File: src/rtl/vga_console_pkg.sv
// Shared constants for the VGA system-bus console: FSM state codes,
// control-code bytes and map offsets inside the VGA peripheral window.
// No logic; imported by the console top.
package vga_console_pkg;

  // FSM state codes
  localparam logic [2:0] ST_IDLE     = 3'd0;
  localparam logic [2:0] ST_WCHAR    = 3'd1;
  localparam logic [2:0] ST_WCOL     = 3'd2;
  localparam logic [2:0] ST_CLR_CHAR = 3'd3;
  localparam logic [2:0] ST_CLR_COL  = 3'd4;

  // Control codes understood by the console
  localparam logic [7:0] CH_LF    = 8'h0A;
  localparam logic [7:0] CH_CR    = 8'h0D;
  localparam logic [7:0] CH_BS    = 8'h08;
  localparam logic [7:0] CH_FF    = 8'h0C;
  localparam logic [7:0] CH_SPACE = 8'h20;

  // Map offsets from the peripheral base
  localparam logic [31:0] CHAR_MAP_OFFS = 32'h0000_0000;
  localparam logic [31:0] COL_MAP_OFFS  = 32'h0000_1000;

  function automatic logic is_printable(input logic [7:0] c);
    return (c >= 8'h20) && (c <= 8'h7E);
  endfunction

endpackage

File: src/rtl/vga_sb_console_if.sv
// System-bus write port of the console (single byte-enabled writes).
// Zero latency: plain wires.
// Backpressure: initiator holds req/addr/be/wdata until gnt.
interface vga_sb_console_if;
  logic        req_o;
  logic        gnt_i;
  logic        we_o;
  logic [3:0]  be_o;
  logic [31:0] addr_o;
  logic [31:0] wdata_o;

  modport master (output req_o, we_o, be_o, addr_o, wdata_o, input gnt_i);
  modport slave  (input req_o, we_o, be_o, addr_o, wdata_o, output gnt_i);
endinterface

File: src/rtl/vga_console_cursor.sv
// Text cursor: column/row counters with inc, newline, CR, backspace and home.
// Latency: outputs registered, new position visible the cycle after a control pulse.
// Backpressure: none; controls are single-cycle pulses from the console FSM.
module vga_console_cursor #(
  parameter int COLS  = 80,
  parameter int ROWS  = 30,
  parameter int COL_W = $clog2(COLS),
  parameter int ROW_W = $clog2(ROWS)
) (
  input  logic             clk_i,
  input  logic             rst_i,
  input  logic             i_inc,
  input  logic             i_nl,
  input  logic             i_cr,
  input  logic             i_dec,
  input  logic             i_home,
  output logic [COL_W-1:0] o_col,
  output logic [ROW_W-1:0] o_row,
  output logic [11:0]      o_idx,
  output logic [11:0]      o_nrow_base,
  output logic             o_col_last,
  output logic             o_col_zero
);

  logic [COL_W-1:0] r_col;
  logic [ROW_W-1:0] r_row;
  logic [ROW_W-1:0] w_row_nxt;

  assign o_col_last  = (r_col == COL_W'(COLS - 1));
  assign o_col_zero  = (r_col == '0);
  assign w_row_nxt   = (r_row == ROW_W'(ROWS - 1)) ? '0 : r_row + 1'b1;
  assign o_idx       = 12'(r_row) * 12'(COLS) + 12'(r_col);
  // First cell of the row a newline would enter; used to seed the row clear.
  assign o_nrow_base = 12'(w_row_nxt) * 12'(COLS);
  assign o_col       = r_col;
  assign o_row       = r_row;

  // Cursor update; controls are mutually exclusive, home has priority.
  always_ff @(posedge clk_i or negedge rst_i) begin
    if (!rst_i) begin
      r_col <= '0;
      r_row <= '0;
    end else if (i_home) begin
      r_col <= '0;
      r_row <= '0;
    end else if (i_nl) begin
      r_col <= '0;
      r_row <= w_row_nxt;
    end else if (i_cr) begin
      r_col <= '0;
    end else if (i_dec) begin
      r_col <= r_col - 1'b1;
    end else if (i_inc) begin
      if (o_col_last) begin
        r_col <= '0;
        r_row <= w_row_nxt;
      end else begin
        r_col <= r_col + 1'b1;
      end
    end
  end

endmodule

File: src/rtl/vga_sb_console.sv
// Byte-stream to VGA text console; writes char and colour maps over the system bus.
// Latency: printable 3 cycles accept-to-accept with gnt held high, row clear adds 2*COLS.
// Backpressure: char_ready_o only in IDLE; bus stalls (gnt low) freeze outputs and state.
// Optional build macro VGA_CONSOLE_CLR_ON_RST_EN: leave reset already clearing the full screen.
module vga_sb_console
  import vga_console_pkg::*;
#(
  parameter logic [31:0] BASE_ADDR = 32'h0700_0000,
  parameter int          COLS      = 80,
  parameter int          ROWS      = 30,
  parameter logic [7:0]  CLR_ATTR  = 8'h0F
) (
  input  logic                    clk_i,
  input  logic                    rst_i,
  input  logic                    char_valid_i,
  output logic                    char_ready_o,
  input  logic [7:0]              char_data_i,
  input  logic [7:0]              char_attr_i,
  output logic                    busy_o,
  output logic [$clog2(COLS)-1:0] cursor_col_o,
  output logic [$clog2(ROWS)-1:0] cursor_row_o,
  vga_sb_console_if.master        sb
);

  localparam logic [11:0] LAST_CELL = 12'(COLS * ROWS - 1);

  logic [2:0]  r_state;
  logic [7:0]  r_byte;
  logic [7:0]  r_attr;
  logic        r_adv;
  logic [11:0] r_clr_idx;
  logic [11:0] r_clr_end;

  logic        w_accept, w_req, w_gnt;
  logic        w_col_last, w_col_zero;
  logic [11:0] w_cur_idx, w_nrow_base, w_cell;
  logic [31:0] w_offs;
  logic [7:0]  w_byte;

  assign w_accept     = char_valid_i && (r_state == ST_IDLE);
  assign w_req        = (r_state != ST_IDLE);
  assign w_gnt        = w_req && sb.gnt_i;
  assign char_ready_o = (r_state == ST_IDLE);
  assign busy_o       = w_req;

  vga_console_cursor #(.COLS(COLS), .ROWS(ROWS)) u_cursor (
    .clk_i       (clk_i),
    .rst_i       (rst_i),
    .i_inc       ((r_state == ST_WCOL) && w_gnt && r_adv),
    .i_nl        (w_accept && (char_data_i == CH_LF)),
    .i_cr        (w_accept && (char_data_i == CH_CR)),
    .i_dec       (w_accept && (char_data_i == CH_BS) && !w_col_zero),
    .i_home      (w_accept && (char_data_i == CH_FF)),
    .o_col       (cursor_col_o),
    .o_row       (cursor_row_o),
    .o_idx       (w_cur_idx),
    .o_nrow_base (w_nrow_base),
    .o_col_last  (w_col_last),
    .o_col_zero  (w_col_zero)
  );

  // Sequencer: byte decode in IDLE, then char/colour writes or a cell-clear walk.
  always_ff @(posedge clk_i or negedge rst_i) begin
    if (!rst_i) begin
`ifdef VGA_CONSOLE_CLR_ON_RST_EN
      r_state   <= ST_CLR_CHAR;
      r_clr_end <= LAST_CELL;
`else
      r_state   <= ST_IDLE;
      r_clr_end <= '0;
`endif
      r_byte    <= '0;
      r_attr    <= '0;
      r_adv     <= 1'b0;
      r_clr_idx <= '0;
    end else begin
      case (r_state)
        ST_IDLE: begin
          if (w_accept) begin
            if (is_printable(char_data_i)) begin
              r_byte  <= char_data_i;
              r_attr  <= char_attr_i;
              r_adv   <= 1'b1;
              r_state <= ST_WCHAR;
            end else if ((char_data_i == CH_BS) && !w_col_zero) begin
              // Cursor already stepped back this edge; blank the new cell.
              r_byte  <= CH_SPACE;
              r_attr  <= CLR_ATTR;
              r_adv   <= 1'b0;
              r_state <= ST_WCHAR;
            end else if (char_data_i == CH_LF) begin
              r_clr_idx <= w_nrow_base;
              r_clr_end <= w_nrow_base + 12'(COLS - 1);
              r_state   <= ST_CLR_CHAR;
            end else if (char_data_i == CH_FF) begin
              r_clr_idx <= '0;
              r_clr_end <= LAST_CELL;
              r_state   <= ST_CLR_CHAR;
            end
          end
        end
        ST_WCHAR: if (w_gnt) r_state <= ST_WCOL;
        ST_WCOL: begin
          if (w_gnt) begin
            if (r_adv && w_col_last) begin
              // Line wrap: clear the row the cursor moves into.
              r_clr_idx <= w_nrow_base;
              r_clr_end <= w_nrow_base + 12'(COLS - 1);
              r_state   <= ST_CLR_CHAR;
            end else begin
              r_state <= ST_IDLE;
            end
          end
        end
        ST_CLR_CHAR: if (w_gnt) r_state <= ST_CLR_COL;
        ST_CLR_COL: begin
          if (w_gnt) begin
            if (r_clr_idx == r_clr_end) begin
              r_state <= ST_IDLE;
            end else begin
              r_clr_idx <= r_clr_idx + 1'b1;
              r_state   <= ST_CLR_CHAR;
            end
          end
        end
        default: r_state <= ST_IDLE;
      endcase
    end
  end

  // Bus payload select; purely from registered state so reset drops req at once.
  always_comb begin
    w_cell = w_cur_idx;
    w_offs = CHAR_MAP_OFFS;
    w_byte = r_byte;
    case (r_state)
      ST_WCOL: begin
        w_offs = COL_MAP_OFFS;
        w_byte = r_attr;
      end
      ST_CLR_CHAR: begin
        w_cell = r_clr_idx;
        w_byte = CH_SPACE;
      end
      ST_CLR_COL: begin
        w_cell = r_clr_idx;
        w_offs = COL_MAP_OFFS;
        w_byte = CLR_ATTR;
      end
      default: ;
    endcase
  end

  assign sb.req_o   = w_req;
  assign sb.we_o    = w_req;
  assign sb.be_o    = w_req ? (4'b0001 << w_cell[1:0]) : 4'h0;
  assign sb.addr_o  = w_req ? (BASE_ADDR + w_offs + {20'h0, w_cell}) : 32'h0;
  assign sb.wdata_o = w_req ? {4{w_byte}} : 32'h0;

endmodule
File: src/flat_wrapper.sv
// flat-port wrapper written by rule: the top's interface ports become plain ports
module vga_sb_console_flat import vga_console_pkg::*;
#(
  parameter logic [31:0] BASE_ADDR = 32'h0700_0000,
  parameter int          COLS      = 80,
  parameter int          ROWS      = 30,
  parameter logic [7:0]  CLR_ATTR  = 8'h0F
)
  (clk_i, rst_i, char_valid_i, char_ready_o, char_data_i, char_attr_i, busy_o, cursor_col_o, cursor_row_o, sb_req_o, sb_we_o, sb_be_o, sb_addr_o, sb_wdata_o, sb_gnt_i);
  vga_sb_console_if sb_i ();
  input  logic clk_i;
  input  logic rst_i;
  input  logic char_valid_i;
  output logic char_ready_o;
  input  logic [7:0] char_data_i;
  input  logic [7:0] char_attr_i;
  output logic busy_o;
  output logic [$clog2(COLS)-1:0] cursor_col_o;
  output logic [$clog2(ROWS)-1:0] cursor_row_o;
  output wire logic [$bits(sb_i.req_o)-1:0] sb_req_o;
  output wire logic [$bits(sb_i.we_o)-1:0] sb_we_o;
  output wire logic [$bits(sb_i.be_o)-1:0] sb_be_o;
  output wire logic [$bits(sb_i.addr_o)-1:0] sb_addr_o;
  output wire logic [$bits(sb_i.wdata_o)-1:0] sb_wdata_o;
  input wire logic [$bits(sb_i.gnt_i)-1:0] sb_gnt_i;
  assign sb_req_o = sb_i.req_o;
  assign sb_we_o = sb_i.we_o;
  assign sb_be_o = sb_i.be_o;
  assign sb_addr_o = sb_i.addr_o;
  assign sb_wdata_o = sb_i.wdata_o;
  assign sb_i.gnt_i = sb_gnt_i;
  vga_sb_console #(.BASE_ADDR(BASE_ADDR), .COLS(COLS), .ROWS(ROWS), .CLR_ATTR(CLR_ATTR)) u_core (.clk_i(clk_i), .rst_i(rst_i), .char_valid_i(char_valid_i), .char_ready_o(char_ready_o), .char_data_i(char_data_i), .char_attr_i(char_attr_i), .busy_o(busy_o), .cursor_col_o(cursor_col_o), .cursor_row_o(cursor_row_o), .sb(sb_i));
endmodule
File: config.mk
export PLATFORM = sky130hd
export DESIGN_NAME = vga_sb_console_flat
export DESIGN_NICKNAME = d
export VERILOG_FILES = /design/src/rtl/vga_console_pkg.sv /design/src/rtl/vga_sb_console_if.sv /design/src/rtl/vga_console_cursor.sv /design/src/rtl/vga_sb_console.sv /design/src/flat_wrapper.sv
export SDC_FILE = /design/constraint.sdc
export NUM_CORES = 1
export LEC_CHECK = 0
export CORE_UTILIZATION = 55
export CTS_BUF_LIST = sky130_fd_sc_hd__clkbuf_16
export CTS_CLUSTER_DIAMETER = 100
export DETAILED_ROUTE_END_ITERATION = 8
export MAX_ROUTING_LAYER = met4
export PLACE_DENSITY_LB_ADDON = 0.1
export SLEW_MARGIN = 20
export SYNTH_ARGS = -nofsm -noshare
export SYNTH_HDL_FRONTEND = slang
export SYNTH_SLANG_ARGS = --single-unit
File: constraint.sdc
create_clock -name clk_i -period 6.2 [get_ports clk_i]
set_clock_uncertainty 0.15 [all_clocks]
set_input_delay 1.24 -clock clk_i [delete_from_list [all_inputs] [get_ports clk_i]]
set_output_delay 1.24 -clock clk_i [all_outputs]
set_load 0.05 [all_outputs]
==> metrics <==
Max clock buf depth 2; Critical Path Fanout Max 8; Clk pwr share 9.7%; DR iter-0 viols 248; die area 8430 sq um; WP data required 4.81 ns; Clock Sinks 53; Mapped Area 4440 sq um; drt first pass iters 5; H-tree depth 2; Peak Freq 202 MHz; Die H 91.8 microns; Max-Cap Viols 0; clk root buf clkbuf_16; leakage 2.25 nW; Synth Register Bits 53; setup slack after layout 1.26 ns; mux share of post-synthesis cell area 1.58%; antenna violations before repair 0; detailed-route via count 4038; n_diodes 0; CP Class reg2out; Worst VDD drop 0.388 mV; sequential area share after synthesis 29.9%; period utilization 79.7%; Final nets 610; # hold bufs at CTS 0; die width 91.8 microns; Starting Density 57.1%; Final GP Congestion 0.904; main combinational cell family by area after synthesis compound AO/OA/AOI/OAI gates; Synth Area per Inst 8.39 sq um; via/cell ratio 6.04; largest cells by area after synthesis dfrtp_1, buf_4, ha_1, nand2_1, a22o_1; Slew HR 29.1%; vias in the first global route 3867; Resized Gates After CTS 0; switch share 56.1%; unrepaired setup endpoints after global routing false; largest area contributor in the netlist dfrtp_1; CORE AREA 7770 sq um; I/O Pins 104; Final ANT Viol Nets 0; total CTS buffers 5; final setup vio count 0; Least-Margin Pin Slew 1.05 ns; DRC viols 0; routed wire length 11500 microns; Cells after Synth 529; Post-synth ARST share 100%; clock transition at the registers of the reported paths 0.07 ns; Remaining Overflow, GRT 0; Final Hold Fails 0; Crit path arrival time 3.55 ns; CTS tree done; combinational share of power 69.4%; Compound-Gate Fraction of Synth Area 23.1%; Layout area overhead 17.0%; Post CTS Setup Buffer Count 0; outcome finished clean; setup slack, reg-to-reg 2.70 ns; PortBufs 87; Hold Path Class reg2reg; Post-synth EDFFs 0; wire length per cell 17.3 microns; Simple-Gate Fraction of Synth Area 19.4%; Min Clock Period, post-route 4.94 ns; detailed placement HPWL 8770 microns; share of the synthesized area in the top cell type 29.9%; Flop pwr share 21.0%; crit start category register; post-placement setup slack 1.62 ns; Slew Viols, Final 0; Synth Area in XOR/XNOR 4.93%; Synth Flop Type dfrtp_1; first-pass GRT wire length 18900 microns; P_sw 1.82 mW; GRT Total Usage 28.8%; Internal 1.43 mW; Critical Path End Type output port; adder-cell share of the synthesized area 7.56%; share of cells above drive strength 1 4.24%; Synthesis Warnings 0; # rows 32; Power Dens Cells 626 nW/um^2; largest net degree at the start of global routing 54; Clk Latency, worst-skew pair 0.29 ns; setup TNS 0 ns; Unique masters post-synth 67
[per-stage QoR]
step / cells / utilization, % / hold WS, ns / power (mW) / instance area [sq um]
after floorplan: 544 / - / 0.309 / 2.42 / 4490
after global placement: 660 / 64.6 / 0.337 / 2.90 / 5020
after detailed placement: 660 / 64.7 / 0.346 / 2.92 / 5030
after CTS: 668 / 66.9 / 0.362 / 3.24 / 5190
after global routing: 668 / 66.9 / 0.377 / 3.41 / 5190
final: 668 / 66.9 / 0.355 / 3.25 / 5190
[worst paths after layout]
path,from,cells after the start,end
min in group asynchronous,rst_i,2,u_core.u_cursor.o_col[2]
max in group asynchronous,rst_i,2,u_core.r_byte[2]
worst max register to register,u_core.u_cursor.o_row[0],11,u_core.r_clr_end[10]
worst min register to register,u_core.r_clr_end[8],2,u_core.r_clr_end[8]
worst min-delay path,u_core.r_clr_end[8],2,u_core.r_clr_end[8]
worst max-delay path,u_core.u_cursor.o_row[1],9,sb_addr_o[10]
[Yosys cell counts, types with 7 or more instances]
cell / instances
a21o_1: 10
a21oi_1: 32
a22o_1: 19
a31oi_1: 12
and3_1: 7
buf_2: 10
buf_4: 48
clkbuf_1: 17
dfrtp_1: 53
ha_1: 22
inv_1: 27
mux2i_1: 7
nand2_1: 54
nand3_1: 11
nor2_1: 33
nor2b_1: 9
nor3_1: 10
nor4_1: 7
o21ai_0: 23
xnor2_1: 13
xor2_1: 12
[layout by cell type, fill, tap and decap left out, types with 7 or more instances in the layout]
cell,Yosys,layout
a22o_1,19,19
o21ai_0,23,23
a31oi_1,12,11
nor2b_1,9,9
conb_1,1,16
mux2i_1,7,7
inv_1,27,27
and3_1,7,7
nand3_1,11,11
xor2_1,12,12
nor2_1,33,33
clkdlybuf4s50_1,0,86
nand2_1,54,54
a21oi_1,32,32
xnor2_1,13,13
a21o_1,10,10
nor4_1,7,7
nor3_1,10,10
ha_1,22,22
dfrtp_1,53,53
[layer usage]
| metal | routed length [microns] | GRT usage (%) |
|---|---|---|
| met2 | 5580 | 48.6 |
| met3 | 749 | 3.07 |
| met4 | 338 | 11.3 |
| met5 | 0 | - |
| met1 | 4880 | 35.8 |
[kinds of logic (layout without fill, tap and decap cells)]
kind of cell,count (synthesis),in the layout
fa+ha+maj,25,25
flops,53,53
other cells,1,16
mux,7,7
compound gates,147,147
xor+xnor,25,25
buf+inv,104,126
simple gates,167,167
[final cells by class]
| class | instances | area [sq um] |
|---|---|---|
| well taps | 102 | 128 |
| repair buffers | 91 | 896 |
| fillers | 638 | 2570 |
| multi-input cells | 387 | 2580 |
| flip-flops and latches | 53 | 1330 |
| clock inverters | 3 | 41.3 |
| clock buffers | 5 | 125 |
| inverters | 27 | 101 |
[power by group through the flow]
stage          Sequential, mW  Combinational, mW  Clock [mW]
2_1_floorplan           0.666               1.75           0
3_3_place_gp            0.679               2.22           0
3_5_place_dp            0.680               2.24           0
4_1_cts                 0.676               2.25       0.315
5_1_grt                 0.704               2.38       0.326
6_report                0.681               2.26       0.315
[state kept, by name, summed over array words and instances (netlist names)]
name,cells
u_core.r_adv,1
u_core.r_attr,8
u_core.r_byte,8
u_core.r_clr_end,9
u_core.r_clr_idx,12
u_core.r_state,3
u_core.u_cursor.o_col,7
u_core.u_cursor.o_row,5
[worst max-delay path: stages, from the launching register on]
cell             delay [ns]
dfrtp_1                0.48
ha_1                   0.34
ha_1                   0.17
inv_1                  0.06
fa_1                   0.40
xnor2_1                0.31
nor3b_1                0.31
xnor2_1                0.11
a211oi_1               0.25
clkdlybuf4s50_1        0.84
Power figures use the tool's default switching activity.
